==> src/rtl/tia_biphase_pkg.sv <==
// rtl/tia_biphase_pkg.sv - shared types and constants for the biphase decoder
//
// Purpose: FSM state encoding and default horizontal counter modulus shared by
//          tia_biphase_decoder and tia_hsync_counter.
// Ports:   none (package).

package tia_biphase_pkg;

  localparam int unsigned HCNT_MOD_DEFAULT = 57;
  localparam int unsigned HCNT_W           = 6;

  typedef enum logic [2:0] {
    ST_HUNT = 3'd0,
    ST_P1   = 3'd1,
    ST_Z1   = 3'd2,
    ST_P2   = 3'd3,
    ST_Z2   = 3'd4
  } bp_state_e;

endpackage

==> src/rtl/tia_hsync_counter.sv <==
// rtl/tia_hsync_counter.sv - horizontal counter advanced once per biphase cycle
//
// Purpose: modulo-HCNT_MOD counter with a one-cycle wrap strobe.
// Ports:   clk   - system clock
//          rl    - asynchronous active-low reset
//          adv   - advance request (one per completed biphase cycle)
//          hcnt  - current count, 0..HCNT_MOD-1
//          hwrap - high for the cycle in which hcnt has just wrapped to 0

module tia_hsync_counter
  import tia_biphase_pkg::*;
#(
  parameter int unsigned HCNT_MOD = HCNT_MOD_DEFAULT
) (
  input  logic              clk,
  input  logic              rl,
  input  logic              adv,
  output logic [HCNT_W-1:0] hcnt,
  output logic              hwrap
);

  localparam logic [HCNT_W-1:0] HCNT_LAST = HCNT_W'(HCNT_MOD - 1);

  logic [HCNT_W-1:0] hcnt_q, hcnt_d;
  logic              hwrap_q, hwrap_d;

  always_comb begin
    hcnt_d  = hcnt_q;
    hwrap_d = 1'b0;
    if (adv) begin
      if (hcnt_q == HCNT_LAST) begin
        hcnt_d  = '0;
        hwrap_d = 1'b1;
      end else begin
        hcnt_d = hcnt_q + HCNT_W'(1);
      end
    end
  end

  always_ff @(posedge clk or negedge rl) begin
    if (!rl) begin
      hcnt_q  <= '0;
      hwrap_q <= 1'b0;
    end else begin
      hcnt_q  <= hcnt_d;
      hwrap_q <= hwrap_d;
    end
  end

  assign hcnt  = hcnt_q;
  assign hwrap = hwrap_q;

endmodule

==> src/rtl/tia_biphase_decoder.sv <==
// rtl/tia_biphase_decoder.sv - biphase clock phase tracker and horizontal counter
//
// Purpose: registers phi1/phi2, tracks the P1 -> Z1 -> P2 -> Z2 sequence, emits
//          a one-cycle strobe on each phase entry, reports lock and counts
//          complete biphase cycles. Any illegal sample drops back to HUNT.
// Ports:   clk      - system clock
//          rl       - asynchronous active-low reset
//          phi1     - biphase phase 1 (synchronous to clk)
//          phi2     - biphase phase 2 (synchronous to clk)
//          p1_pulse - strobe on entry to P1
//          p2_pulse - strobe on entry to P2
//          lock     - sequence tracked legally since the last Z2 -> P1
//          hcnt     - horizontal count
//          hwrap    - strobe when hcnt wraps to 0
//          err      - sticky violation flag
// Build option: TIA_BIPHASE_DECODER_ERR_EN enables the sticky err flag;
//               without it err is tied to 0.

module tia_biphase_decoder
  import tia_biphase_pkg::*;
#(
  parameter int unsigned HCNT_MOD = HCNT_MOD_DEFAULT
) (
  input  logic              clk,
  input  logic              rl,
  input  logic              phi1,
  input  logic              phi2,
  output logic              p1_pulse,
  output logic              p2_pulse,
  output logic              lock,
  output logic [HCNT_W-1:0] hcnt,
  output logic              hwrap,
  output logic              err
);

  bp_state_e state_q, state_d;
  logic      p1_q, p2_q;
  logic      violation;
  logic      adv;
  logic      lock_q, lock_d;
  logic      p1_pulse_q, p1_pulse_d;
  logic      p2_pulse_q, p2_pulse_d;

  always_ff @(posedge clk or negedge rl) begin
    if (!rl) begin
      state_q <= ST_HUNT;
    end else begin
      state_q <= state_d;
    end
  end

  always_comb begin
    state_d   = state_q;
    violation = 1'b0;
    // Overlap of both phases is illegal everywhere and wins over any transition.
    if (p1_q && p2_q) begin
      violation = 1'b1;
    end else begin
      unique case (state_q)
        ST_HUNT: if (p1_q) state_d = ST_P1;
        ST_P1: begin
          if (p2_q)       violation = 1'b1;
          else if (!p1_q) state_d   = ST_Z1;
        end
        ST_Z1: begin
          if (p1_q)      violation = 1'b1;
          else if (p2_q) state_d   = ST_P2;
        end
        ST_P2: begin
          if (p1_q)       violation = 1'b1;
          else if (!p2_q) state_d   = ST_Z2;
        end
        ST_Z2: begin
          if (p2_q)      violation = 1'b1;
          else if (p1_q) state_d   = ST_P1;
        end
        default: state_d = ST_HUNT;
      endcase
    end
    if (violation) state_d = ST_HUNT;

    // Only a Z2 -> P1 step completes a cycle; entry from HUNT neither counts nor locks.
    adv        = (state_q == ST_Z2) && (state_d == ST_P1);
    lock_d     = violation ? 1'b0 : (adv ? 1'b1 : lock_q);
    p1_pulse_d = (state_d == ST_P1) && (state_q != ST_P1);
    p2_pulse_d = (state_d == ST_P2) && (state_q != ST_P2);
  end

  always_ff @(posedge clk or negedge rl) begin
    if (!rl) begin
      p1_q       <= 1'b0;
      p2_q       <= 1'b0;
      lock_q     <= 1'b0;
      p1_pulse_q <= 1'b0;
      p2_pulse_q <= 1'b0;
    end else begin
      p1_q       <= phi1;
      p2_q       <= phi2;
      lock_q     <= lock_d;
      p1_pulse_q <= p1_pulse_d;
      p2_pulse_q <= p2_pulse_d;
    end
  end

`ifdef TIA_BIPHASE_DECODER_ERR_EN
  logic err_q;

  always_ff @(posedge clk or negedge rl) begin
    if (!rl) begin
      err_q <= 1'b0;
    end else begin
      err_q <= err_q | violation;
    end
  end

  assign err = err_q;
`else
  assign err = 1'b0;
`endif

  tia_hsync_counter #(
    .HCNT_MOD (HCNT_MOD)
  ) u_hsync_counter (
    .clk   (clk),
    .rl    (rl),
    .adv   (adv),
    .hcnt  (hcnt),
    .hwrap (hwrap)
  );

  assign p1_pulse = p1_pulse_q;
  assign p2_pulse = p2_pulse_q;
  assign lock     = lock_q;

endmodule

==> config.mk <==
export PLATFORM = sky130hd
export DESIGN_NAME = tia_biphase_decoder
export DESIGN_NICKNAME = d
export VERILOG_FILES = /design/src/rtl/tia_biphase_pkg.sv /design/src/rtl/tia_hsync_counter.sv /design/src/rtl/tia_biphase_decoder.sv
export SDC_FILE = /design/constraint.sdc
export NUM_CORES = 1
export LEC_CHECK = 0
export BUFFER_PORTS_ARGS = -buffer_cell sky130_fd_sc_hd__buf_2
export CORE_MARGIN = 5
export CORE_UTILIZATION = 54
export DETAILED_ROUTE_END_ITERATION = 8
export PLACE_DENSITY_LB_ADDON = 0.25
export SLEW_MARGIN = 20
export SYNTH_ARGS = -nofsm -noshare
export SYNTH_HDL_FRONTEND = slang
export SYNTH_HIERARCHICAL = 1
export SYNTH_SLANG_ARGS = --single-unit
==> constraint.sdc <==
create_clock -name clk -period 4.85 [get_ports clk]
set_input_delay 0.7275 -clock clk [delete_from_list [all_inputs] [get_ports clk]]
set_output_delay 0.7275 -clock clk [all_outputs]
set_load 0.05 [all_outputs]
# Yosys cells after proc, flatten, opt, wreduce, memory -nomap -nowiden
# Index checks and enable logic that the tools add are counted.
[op_classes]
add_sub_neg = 1
eq_ne = 9
muxes = 20
n_reduce_logical = 8
[ops]
columns = ["cell", "n"]
rows = [
  ["3-bit 2-to-1 mux", 10],
  ["3-bit one-hot mux with 5 select lines", 1],
  ["3-bit by 2-bit equality test with 1-bit output, second input constant", 3],
  ["1-bit 2-to-1 mux", 7],
  ["6-bit by 1-bit adder with 6-bit output, second input constant", 1],
  ["3-bit by 1-bit equality test with 1-bit output, second input constant", 2],
  ["6-bit equality test, second input constant", 1],
  ["6-bit 2-to-1 mux", 1],
  ["1-bit logical AND", 4],
  ["2-bit OR reduction", 2],
  ["3-bit equality test, second input constant", 1],
  ["3-bit logical NOT", 1],
  ["3-bit by 1-bit != test with 1-bit output, second input constant", 1],
  ["3-bit by 2-bit != test with 1-bit output, second input constant", 1],
  ["1-bit one-hot mux with 2 select lines", 1],
  ["2-bit nonzero test", 1],
]
[totals]
regBits = 15
word_cells = 46

# Longest topological paths before layout
# Gate-level depths: netlist of run 1.
[logic_depth]
word_depth = 9
mapped_depth = 7

# Hierarchy
# The synthesis of run 1 kept the hierarchy.
[modules_own_cells]
columns = ["module", "n_inst", "cells_each", "area_each_um2", "seq_area_each_um2"]
rows = [
  ["tia_biphase_decoder", 1, 34, 384.1, 200.2],
  ["tia_hsync_counter", 1, 31, 347.8, 175.2],
]

# Worst setup path after synthesis of run 1
# OpenSTA, ideal clock, no wires.
[synth_path]
path_type = "flip-flop to flip-flop"
startpoint = "register p2_q"
endpoint = "register u_hsync_counter.hcnt_q[5], in the netlist u_hsync_counter/hcnt[5]"
arrival_ps = 1550
setup_slack_ps = 3227
path_stages_with_launch = 8
n_path_buf = 1
period_less_slack_ps = 1623
cell_sequence = "dfrtp_1 -> nand2b_1 -> nor3_2 -> and2_1 -> buf_6 -> nand4_4 -> or3_1 -> a21oi_2"
[synth_between]
elab_chain_len = 7
word_cells_on_any_way = 15
[synth_rtl]
columns = ["item", "line_no", "source"]
rows = [
  ["start: declaration", "tia_biphase_decoder.sv:37", "logic p1_q, p2_q;"],
  ["start signal: assignment", "tia_biphase_decoder.sv:98", "p2_q <= phi2;"],
  ["3-bit 2-to-1 mux, on equally long branches", "tia_biphase_decoder.sv:71, tia_biphase_decoder.sv:67", ""],
  ["3-bit 2-to-1 mux, on equally long branches", "tia_biphase_decoder.sv:70, tia_biphase_decoder.sv:66", ""],
  ["3-bit one-hot mux with 5 select lines", "tia_biphase_decoder.sv:59", "unique case (state_q)"],
  ["3-bit 2-to-1 mux", "tia_biphase_decoder.sv:56", "if (p1_q && p2_q) begin"],
  ["3-bit 2-to-1 mux (*)", "tia_biphase_decoder.sv:80", "if (violation) state_d = ST_HUNT;"],
  ["3-bit by 1-bit equality test with 1-bit output (*)", "tia_biphase_decoder.sv:83", "adv = (state_q == ST_Z2) && (state_d == ST_P1);"],
  ["1-bit logical AND (*)", "tia_biphase_decoder.sv:83", ""],
  ["net adv", "tia_biphase_decoder.sv:39", "logic adv;"],
  ["end signal: assignment", "tia_hsync_counter.sv:45", "hcnt_q <= hcnt_d;"],
  ["end: declaration", "tia_hsync_counter.sv:24", "logic [HCNT_W-1:0] hcnt_q, hcnt_d;"],
]
# Mark *: on every way through the listed nets, which the timed path passes. The rest lies on a longest branch.
# A chain may end at the register's enable or synchronous reset.

# Worst setup path in the final report of run 1
# Ends and elaborated chain as after synthesis.

==> results of run 1 <==
-- per-layer routing --
layer  up-vias  global-route usage [%]
met5         -                       0
met4         0                       0
met3         0                    3.45
met2        16                    22.5
met1       223                    19.4
li1        242                       -
-- cells by family after synthesis --
kind of cell               Yosys count  synth area share, %
AOI/OAI and AO/OA                    9                 8.37
xor gates and xnor gates             6                 7.18
adders and majority gates            2                 3.42
buffers and inverters                6                 5.30
DFF                                 15                 51.3
other                                1                0.512
and+or+nand+nor                     26                 23.9
-- layout by cell type (no fill, tap or decap) --
cell / instances
xor2_1: 3
nor2_2: 1
ha_1: 2
buf_2: 13
and3b_2: 1
nand4_1: 1
o21ai_0: 3
nand2b_1: 1
and2_1: 1
o21bai_1: 1
xnor2_1: 3
conb_1: 1
dfrtp_1: 15
nor3_1: 1
nor3_2: 2
o21a_1: 1
inv_1: 2
a21oi_2: 1
nor2_1: 5
clkbuf_4: 3
nand4_4: 1
a21oi_1: 1
a211oi_2: 1
nor4_1: 1
nand4b_1: 1
or3_1: 1
nor2b_1: 3
nand2_1: 4
clkinv_2: 1
nand3b_1: 1
o21ai_1: 1
and4bb_1: 1
-- through the flow --
stage               setup WS, ns  area [sq um]
floorplan                   3.23           732
global placement            3.13           785
detailed placement          3.05           785
CTS                         3.00           812
global route                2.90           812
finish                      3.01           812
-- final timing paths --
kind                                                       end  slack [ns]  cells past startpoint
hold reg to reg                           state_q[2]$_DFF_PN0_        0.56                      1
setup / recovery           u_hsync_counter/hcnt[5]$_DFFE_PN0P_        3.01                      6
max in group asynchronous                 state_q[0]$_DFF_PN0_        4.28                      1
min in group clk                                p2_q$_DFF_PN0_        0.55                      1
hold / removal             u_hsync_counter/hcnt[0]$_DFFE_PN0P_        0.33                      1
setup reg to reg           u_hsync_counter/hcnt[5]$_DFFE_PN0P_        3.01                      6
-- final cells by class --
type	count	area share (%)
clock inverter	1	0.616
timing repair buffer	13	8.01
tap	15	2.31
inverter	2	0.924
clock buffer	3	2.77
multi-input combinational	44	39.1
sequential	15	46.2
-- power groups by stage --
stage | registers [uW] | logic [uW] | clock network, uW
global route | 143 | 36.9 | 79.1
detailed placement | 144 | 34.1 | 0
floorplan | 149 | 19.9 | 0
finish | 142 | 33.8 | 69.1
global placement | 144 | 32.9 | 0
CTS | 142 | 34.2 | 72.5
-- flip-flops by register name, indices dropped and copies added, names as in the netlist --
| register | count |
|---|---|
| p1_pulse | 1 |
| state_q | 3 |
| u_hsync_counter/hcnt | 6 |
| p2_pulse | 1 |
| p2_q | 1 |
| p1_q | 1 |
| u_hsync_counter/hwrap | 1 |
| lock | 1 |
==> results_dict.tcl, run 1 <==
set metrics [dict create \
    status "complete, no violations" \
    synth_nets 71 \
    critPathLaunchType "register" \
    holdCritPathClass "primary input to asynchronous set/reset pin" \
    drc 0 \
    clockPowerShare_pct 28.2 \
    port_buffers 13 \
    p_leak_uw 0.000408 \
    ir_worst_vdd_uv 177 \
    dieWidth_microns 46.8 \
    clockRootBuffer "clkbuf_4" \
    grt_max_degree 16 \
    postCtsHoldBufs 0 \
    finalHoldViolCount 0 \
    yosys.area.top_type "dfrtp_1" \
    drt-wirelength-per-cell_microns 13.9 \
    worstPathCellList "nand2b_1 > nor3_2 > and2_1 > nand4_4 > or3_1 > a21oi_2" \
    power.total_uw 245 \
    antenna_found_initial 0 \
    synth_top_area_share_pct 51.3 \
    critPathTopFamily "simple AND/OR/NAND/NOR gates" \
    track_usage_pct 13.6 \
    drive_gt1_share_pct 30.8 \
    wl_met3_microns 62 \
    setup_viol_count_final 0 \
    multi_input_area_sq_um 318 \
    cap_viol_max_count 0 \
    antenna_left 0 \
    critPathBufInv 0 \
    dp_hpwl_microns 941 \
    path_class "register to register" \
    slew_violations 0 \
    synth.most_common_cell "dfrtp_1" \
    viasPerCell 5.17 \
    yosys-top-cells-count "dfrtp_1, nor2_1, nand2_1" \
    regArea_sq_um 375 \
    fin_crit_ns 1.84 \
    placed_cells 89 \
    cp-startpoint "p2_q$_DFF_PN0_" \
    grt_pass1_vias 505 \
    routabilityCongestion 0.755 \
    cts_sinks 15 \
    pwr-share-comb_pct 13.8 \
    netlist_instances 65 \
    crit_path_end_kind "register" \
    clockBufferDepth 2 \
    p_per_area_nw_per_um2 302 \
    highest_layer "met3" \
    tns_ns 0 \
    p_int_uw 173 \
    power.switching_uw 71.7 \
    synth-async-reset-ratio_pct 100 \
    htreeDepth 1 \
    cts_buffers 3 \
    fillers 121 \
    die_area_sq_um 2190 \
    area_delta_synth_final_pct 10.9 \
    post_cts_buffers 0 \
    r2r-start "p2_q$_DFF_PN0_" \
    firstDrtPassIters 6 \
    slowest_stage "dfrtp_1" \
    max_freq_mhz 544 \
    grt_first_pass_wirelength_mm 2.18 \
    vias 481 \
    synth-warning-count 6 \
    final.period_utilization_pct 37.9 \
    ioPinCount 15 \
    mappedNetlistArea_sq_um 732 \
    initial_utilization_pct 57.0 \
    cpPeakStageDelay_ns 0.44 \
    ctsResizeCount 0 \
    critPathRequiredTime_ns 5.06 \
    whs_ns 0.329 \
    final_cell_count_no_fill 93 \
    synth.area.top_cells "dfrtp_1, xnor2_1, xor2_1" \
    synth_cell_type_count 32 \
    drt-total-wl_mm 1.29 \
    wl_met1_microns 620 \
    synth_edf_count 0 \
    syn_avg_cell_area_sq_um 11.3 \
    dieHeight_microns 46.8 \
    worst-endpoint-arrival_ns 2.04 \
    gr-total-overflow 0 \
    fin_util_pct 63.2 \
    switching_share_pct 29.2 \
    fin_nets 85 \
    synth_seq_cells 15 \
    wl_met2_microns 610 \
    clock_skew_ns 0.00403 \
    rsz0062_at_grt "no" \
    coreArea_sq_um 1280 \
    antenna_cells 0 \
    seqPwrFrac_pct 58.0 \
    path_clk_slew_ns 0.09 \
    synth_flop_cell "dfrtp_1" \
    cts_tree "built" \
    yosysSeqAreaShare_pct 51.3 \
    clock_latency_ns 0.27 \
    rows 13 \
    critPathMaxFanout 7 \
    drt-initial-drc-count 10 \
]
Note: power is estimated with default switching activity, not from simulation.
==> run 2, diff against run 1 <==
CORE_UTILIZATION = 46   (was 54)
clock period = 1.5 ns   (was 4.85 ns; I/O delays follow)
==> results_dict.tcl, run 2 (synthesis results as in run 1) <==
set metrics [dict create \
    grt_pass1_vias 472 \
    placed_cells 98 \
    pre_cts_ws_ns -0.0936 \
    path_clk_slew_ns 0.09 \
    r2r_cells 6 \
    hold_start "phi1" \
    largest_reg_flops 6 \
    cts_buffers 3 \
    cts_tree "built" \
    worstPathCellList "nand2b_4 > nor3_4 > and2_4 > nand4_4 > or3_4 > a21oi_2" \
    ioPinCount 15 \
    tns_ns 0 \
    grt_max_degree 16 \
    clock_latency_ns 0.28 \
    final_common_cell "dfrtp_1" \
    coreArea_sq_um 1510 \
    cap_viol_max_count 0 \
    drc 0 \
    drt-wirelength-per-cell_microns 12.1 \
    rr_endpoint "u_hsync_counter/hcnt[5]$_DFFE_PN0P_" \
    critPathLaunchType "register" \
    path_class "register to register" \
    dieHeight_microns 49.9 \
    viasPerCell 4.97 \
    rows 14 \
    setup_viol_count_final 0 \
    critPathTopFamily "simple AND/OR/NAND/NOR gates" \
    critPathBufInv 0 \
    antenna_found_initial 0 \
    antenna_cells 0 \
    area_delta_synth_final_pct 27.2 \
    clock_skew_ns 0.00526 \
    rsz0062_at_grt "yes" \
    p_leak_uw 0.000472 \
    fillers 123 \
    gr-total-overflow 0 \
    r2r-start "p2_q$_DFF_PN0_" \
    p_per_area_nw_per_um2 888 \
    port_buffers 13 \
    holdPathStages 1 \
    critPathRequiredTime_ns 1.72 \
    slew_violations 0 \
    dieWidth_microns 49.9 \
    routabilityCongestion 0.762 \
    antenna_left 0 \
    final.period_utilization_pct 99.0 \
    vias 527 \
    dp_hpwl_microns 873 \
    r2r_setup_slack_ns 0.01 \
    clockBufferDepth 2 \
    firstDrtPassIters 4 \
    fin_ws_ns 0.0146 \
    fin_nets 97 \
    slowest_stage "dfrtp_1" \
    cpPeakStageDelay_ns 0.39 \
    holdCritPathClass "primary input to register" \
    worst-endpoint-arrival_ns 1.70 \
    grt_first_pass_wirelength_mm 2.16 \
    power.total_uw 826 \
    clockRootBuffer "clkbuf_4" \
    cts_sinks 15 \
    die_area_sq_um 2490 \
    drt-total-wl_mm 1.28 \
    crit_path_end_kind "register" \
    finalHoldViolCount 0 \
    drive_gt1_share_pct 41.1 \
    drt-initial-drc-count 4 \
    ir_worst_vdd_uv 748 \
    layout_common_cells "dfrtp_1, buf_2, buf_4" \
    critPathMaxFanout 3 \
    htreeDepth 1 \
    worstHoldEndpoint "p1_q$_DFF_PN0_" \
    track_usage_pct 11.5 \
    initial_utilization_pct 48.6 \
    status "complete, no violations" \
    final_cell_count_no_fill 106 \
    fin_crit_ns 1.49 \
    cp.depth 6 \
    max_freq_mhz 673 \
]
-- run 2: per-layer routing --
metal	GRT usage, %	share of wire [%]	vias up
met5	0	0	-
met4	3.93	0.94	0
li1	-	-	265
met3	5.42	4.8	2
met1	15.3	49	247
met2	16.3	45	13
-- run 2: worst max-delay path by stage --
stage | startpoint | endpoint | slack [ns]
2_1_floorplan | p2_q$_DFF_PN0_ | u_hsync_counter/hcnt[5]$_DFFE_PN0P_ | -0.12
3_3_place_gp | p2_q$_DFF_PN0_ | u_hsync_counter/hcnt[5]$_DFFE_PN0P_ | 0.001
3_5_place_dp | p2_q$_DFF_PN0_ | u_hsync_counter/hcnt[5]$_DFFE_PN0P_ | -0.09
4_1_cts | p2_q$_DFF_PN0_ | u_hsync_counter/hcnt[5]$_DFFE_PN0P_ | -0.04
5_1_grt | p2_q$_DFF_PN0_ | u_hsync_counter/hcnt[5]$_DFFE_PN0P_ | -0.10
6_report | p2_q$_DFF_PN0_ | u_hsync_counter/hcnt[5]$_DFFE_PN0P_ | 0.01
-- run 2: final cells by class --
class / count / area, sq um / area share [%]
clock buffer: 4 / 26.3 / 2.82
sequential: 15 / 375 / 40.3
multi-input combinational: 44 / 344 / 37.0
tap: 16 / 20.0 / 2.15
inverter: 2 / 7.51 / 0.806
timing repair buffer: 25 / 158 / 16.9
-- run 2: per-stage QoR --
stage | util, % | hold WS, ns | area, sq um
6_report | 61.8 | 0.0501 | 931
5_1_grt | 61.8 | 0.0314 | 931
4_1_cts | 60.6 | 0.0370 | 913
3_5_place_dp | 56.1 | 0.147 | 846
3_3_place_gp | 56.1 | 0.138 | 846
2_1_floorplan | - | -0.0706 | 732
-- run 2: worst reg2reg max path, delay by kind of cell (launching register included) --
| family | cells | cell delay [ns] |
|---|---|---|
| simple gates | 5 | 0.92 |
| flops | 1 | 0.39 |
| compound gates | 1 | 0.11 |
-- run 2: report_power, final --
group	leakage [uW]	switching [uW]	internal (uW)
logic	0.000256	90.9	64.1
clock network	0.0000150	123	103
registers	0.000202	21.8	423
total	0.000472	236	590
-- run 2: repair_timing --
action / 4_1_cts / 5_1_grt
setup endpoints to repair: 5 / 5
hold buffers: 1 / 0
endpoints found under the hold margin: 15 / 0
pin swaps: 2 / 3
resized for setup: 3 / 2
setup buffers: 2 / 1
==> run 3, diff against run 2 <==
CORE_UTILIZATION = 51   (was 46)
CTS_CLUSTER_DIAMETER = 150   (was not set)
clock period = 1.6 ns   (was 1.5 ns; I/O delays follow)
==> results_dict.tcl, run 3 (synthesis results as in run 1) <==
set metrics [dict create \
    clockPowerShare_pct 26.5 \
    grt_max_degree 16 \
    dieHeight_microns 47.9 \
    power.total_uw 767 \
    drc 0 \
    area_delta_synth_final_pct 23.2 \
    layout_common_cells "dfrtp_1, buf_2, buf_4" \
    max_freq_mhz 658 \
    drt-wirelength-per-cell_microns 13.7 \
    viasPerCell 5.13 \
    rr_endpoint "u_hsync_counter/hcnt[5]$_DFFE_PN0P_" \
    cts_sinks 15 \
    r2r_cells 6 \
    fin_nets 94 \
    finalHoldViolCount 0 \
    switching_share_pct 28.2 \
    coreArea_sq_um 1330 \
    largest_reg_flops 6 \
    antenna_left 0 \
    dieWidth_microns 47.9 \
    port_buffers 13 \
    worstPathCellList "nand2b_4 > nor3_4 > and2_4 > nand4_4 > or3_1 > a21oi_2" \
    cpPeakStageDelay_ns 0.39 \
    track_usage_pct 15.3 \
    r2r_setup_slack_ns 0.08 \
    vias 523 \
    p_leak_uw 0.000457 \
    grt_first_pass_wirelength_mm 2.42 \
    p_int_uw 551 \
    r2r-start "p2_q$_DFF_PN0_" \
    pwr-share-comb_pct 18.8 \
    final_cell_count_no_fill 102 \
    seqPwrFrac_pct 54.7 \
    drive_gt1_share_pct 37.9 \
    antenna_cells 0 \
    dp_hpwl_mm 1.02 \
    critPathLaunchType "register" \
    die_area_sq_um 2290 \
    firstDrtPassIters 3 \
    grt_pass1_vias 555 \
    clock_latency_ns 0.27 \
    clockRootBuffer "clkbuf_4" \
    path_clk_slew_ns 0.08 \
    p_per_area_nw_per_um2 850 \
    status "complete, no violations" \
    crit_path_end_kind "register" \
    holdCritPathClass "primary input to register" \
    htreeDepth 1 \
    slew_violations 0 \
    final_common_cell "dfrtp_1" \
    cp-startpoint "p2_q$_DFF_PN0_" \
    ir_worst_vdd_uv 558 \
    clock_skew_ns 0.00217 \
    worst-endpoint-arrival_ns 1.72 \
    endpoint "u_hsync_counter/hcnt[5]$_DFFE_PN0P_" \
    gr-total-overflow 0 \
    path_class "register to register" \
    ioPinCount 15 \
    slowest_stage "dfrtp_1" \
    setup_viol_count_final 0 \
    cts_buffers 3 \
    rows 13 \
    drt-initial-drc-count 4 \
    critPathRequiredTime_ns 1.80 \
    antenna_found_initial 0 \
    routabilityCongestion 0.781 \
    final.period_utilization_pct 95.0 \
    clockBufferDepth 2 \
    fin_crit_ns 1.52 \
    critPathMaxFanout 3 \
    drt-total-wl_mm 1.40 \
    power.switching_uw 216 \
    cts_tree "built" \
    placed_cells 96 \
    initial_utilization_pct 54.9 \
    cap_viol_max_count 0 \
]
-- run 3: cell types whose count changed in the layout (fill, tap and decap cells not counted), sizes merged --
cell / delta
buf: -3
-- run 3: cell type report --
| cell class | count | area, sq um |
|---|---|---|
| fill | 105 | 432 |
| multi-input combinational | 44 | 339 |
| timing repair buffer | 22 | 135 |
| clock buffer | 4 | 26.3 |
| sequential | 15 | 375 |
| inverter | 2 | 7.51 |
| tap | 15 | 18.8 |
-- run 3: repair_timing --
| action | CTS | global route |
|---|---|---|
| setup buffers | 0 | 1 |
| gates resized for setup | 2 | 2 |
| hold buffers | 1 | 0 |
| hold endpoints to repair | 15 | 0 |
| endpoints found under the setup margin | 5 | 5 |
| pin swaps | 0 | 2 |
-- run 3: critical path: cells and delay by family (launching register included) --
| kind | cells | cell delay, ns |
|---|---|---|
| AND/OR/NAND/NOR | 5 | 0.93 |
| AO/OA/AOI/OAI | 1 | 0.14 |
| flip-flops | 1 | 0.39 |
-- run 3: metrics by stage --
stage          hold slack [ns]  setup WS [ns]  util, %  instance area (sq um)  TNS (ns)
2_1_floorplan          -0.0556        -0.0233        -                    732   -0.0233
3_3_place_gp             0.151         0.0559     62.8                    837         0
3_5_place_dp             0.156        -0.0121     62.8                    837   -0.0333
4_1_cts                 0.0560         0.0402     66.0                    881         0
5_1_grt                 0.0418        -0.0189     67.6                    902   -0.0319
6_report                0.0710         0.0794     67.6                    902         0
-- run 3: worst min-delay path by stage --
| stage | startpoint | endpoint | slack (ns) | cells past startpoint |
|---|---|---|---|---|
| floorplan | rl | lock$_DFFE_PN0P_ | -0.06 | 0 |
| global placement | rl | u_hsync_counter/hcnt[0]$_DFFE_PN0P_ | 0.15 | 1 |
| detailed placement | rl | u_hsync_counter/hcnt[3]$_DFFE_PN0P_ | 0.16 | 1 |
| CTS | phi2 | p2_q$_DFF_PN0_ | 0.06 | 1 |
| global route | phi1 | p1_q$_DFF_PN0_ | 0.04 | 1 |
| finish | phi1 | p1_q$_DFF_PN0_ | 0.07 | 1 |
-- run 3: layer usage --
layer  routed length, microns  share of wire (%)  global-route usage (%)
met1                      626                 45                    19.3
met2                      684                 49                    24.8
met3                       64                4.6                    3.76
met4                       21                1.5                    6.45
met5                        0                  0                       0
-- run 3: power by group through the flow --
stage / Clock, uW / Sequential, uW / Combinational (uW)
floorplan: 0 / 453 / 60.3
global placement: 0 / 422 / 133
detailed placement: 0 / 423 / 136
CTS: 219 / 416 / 138
global route: 244 / 423 / 157
finish: 204 / 419 / 144
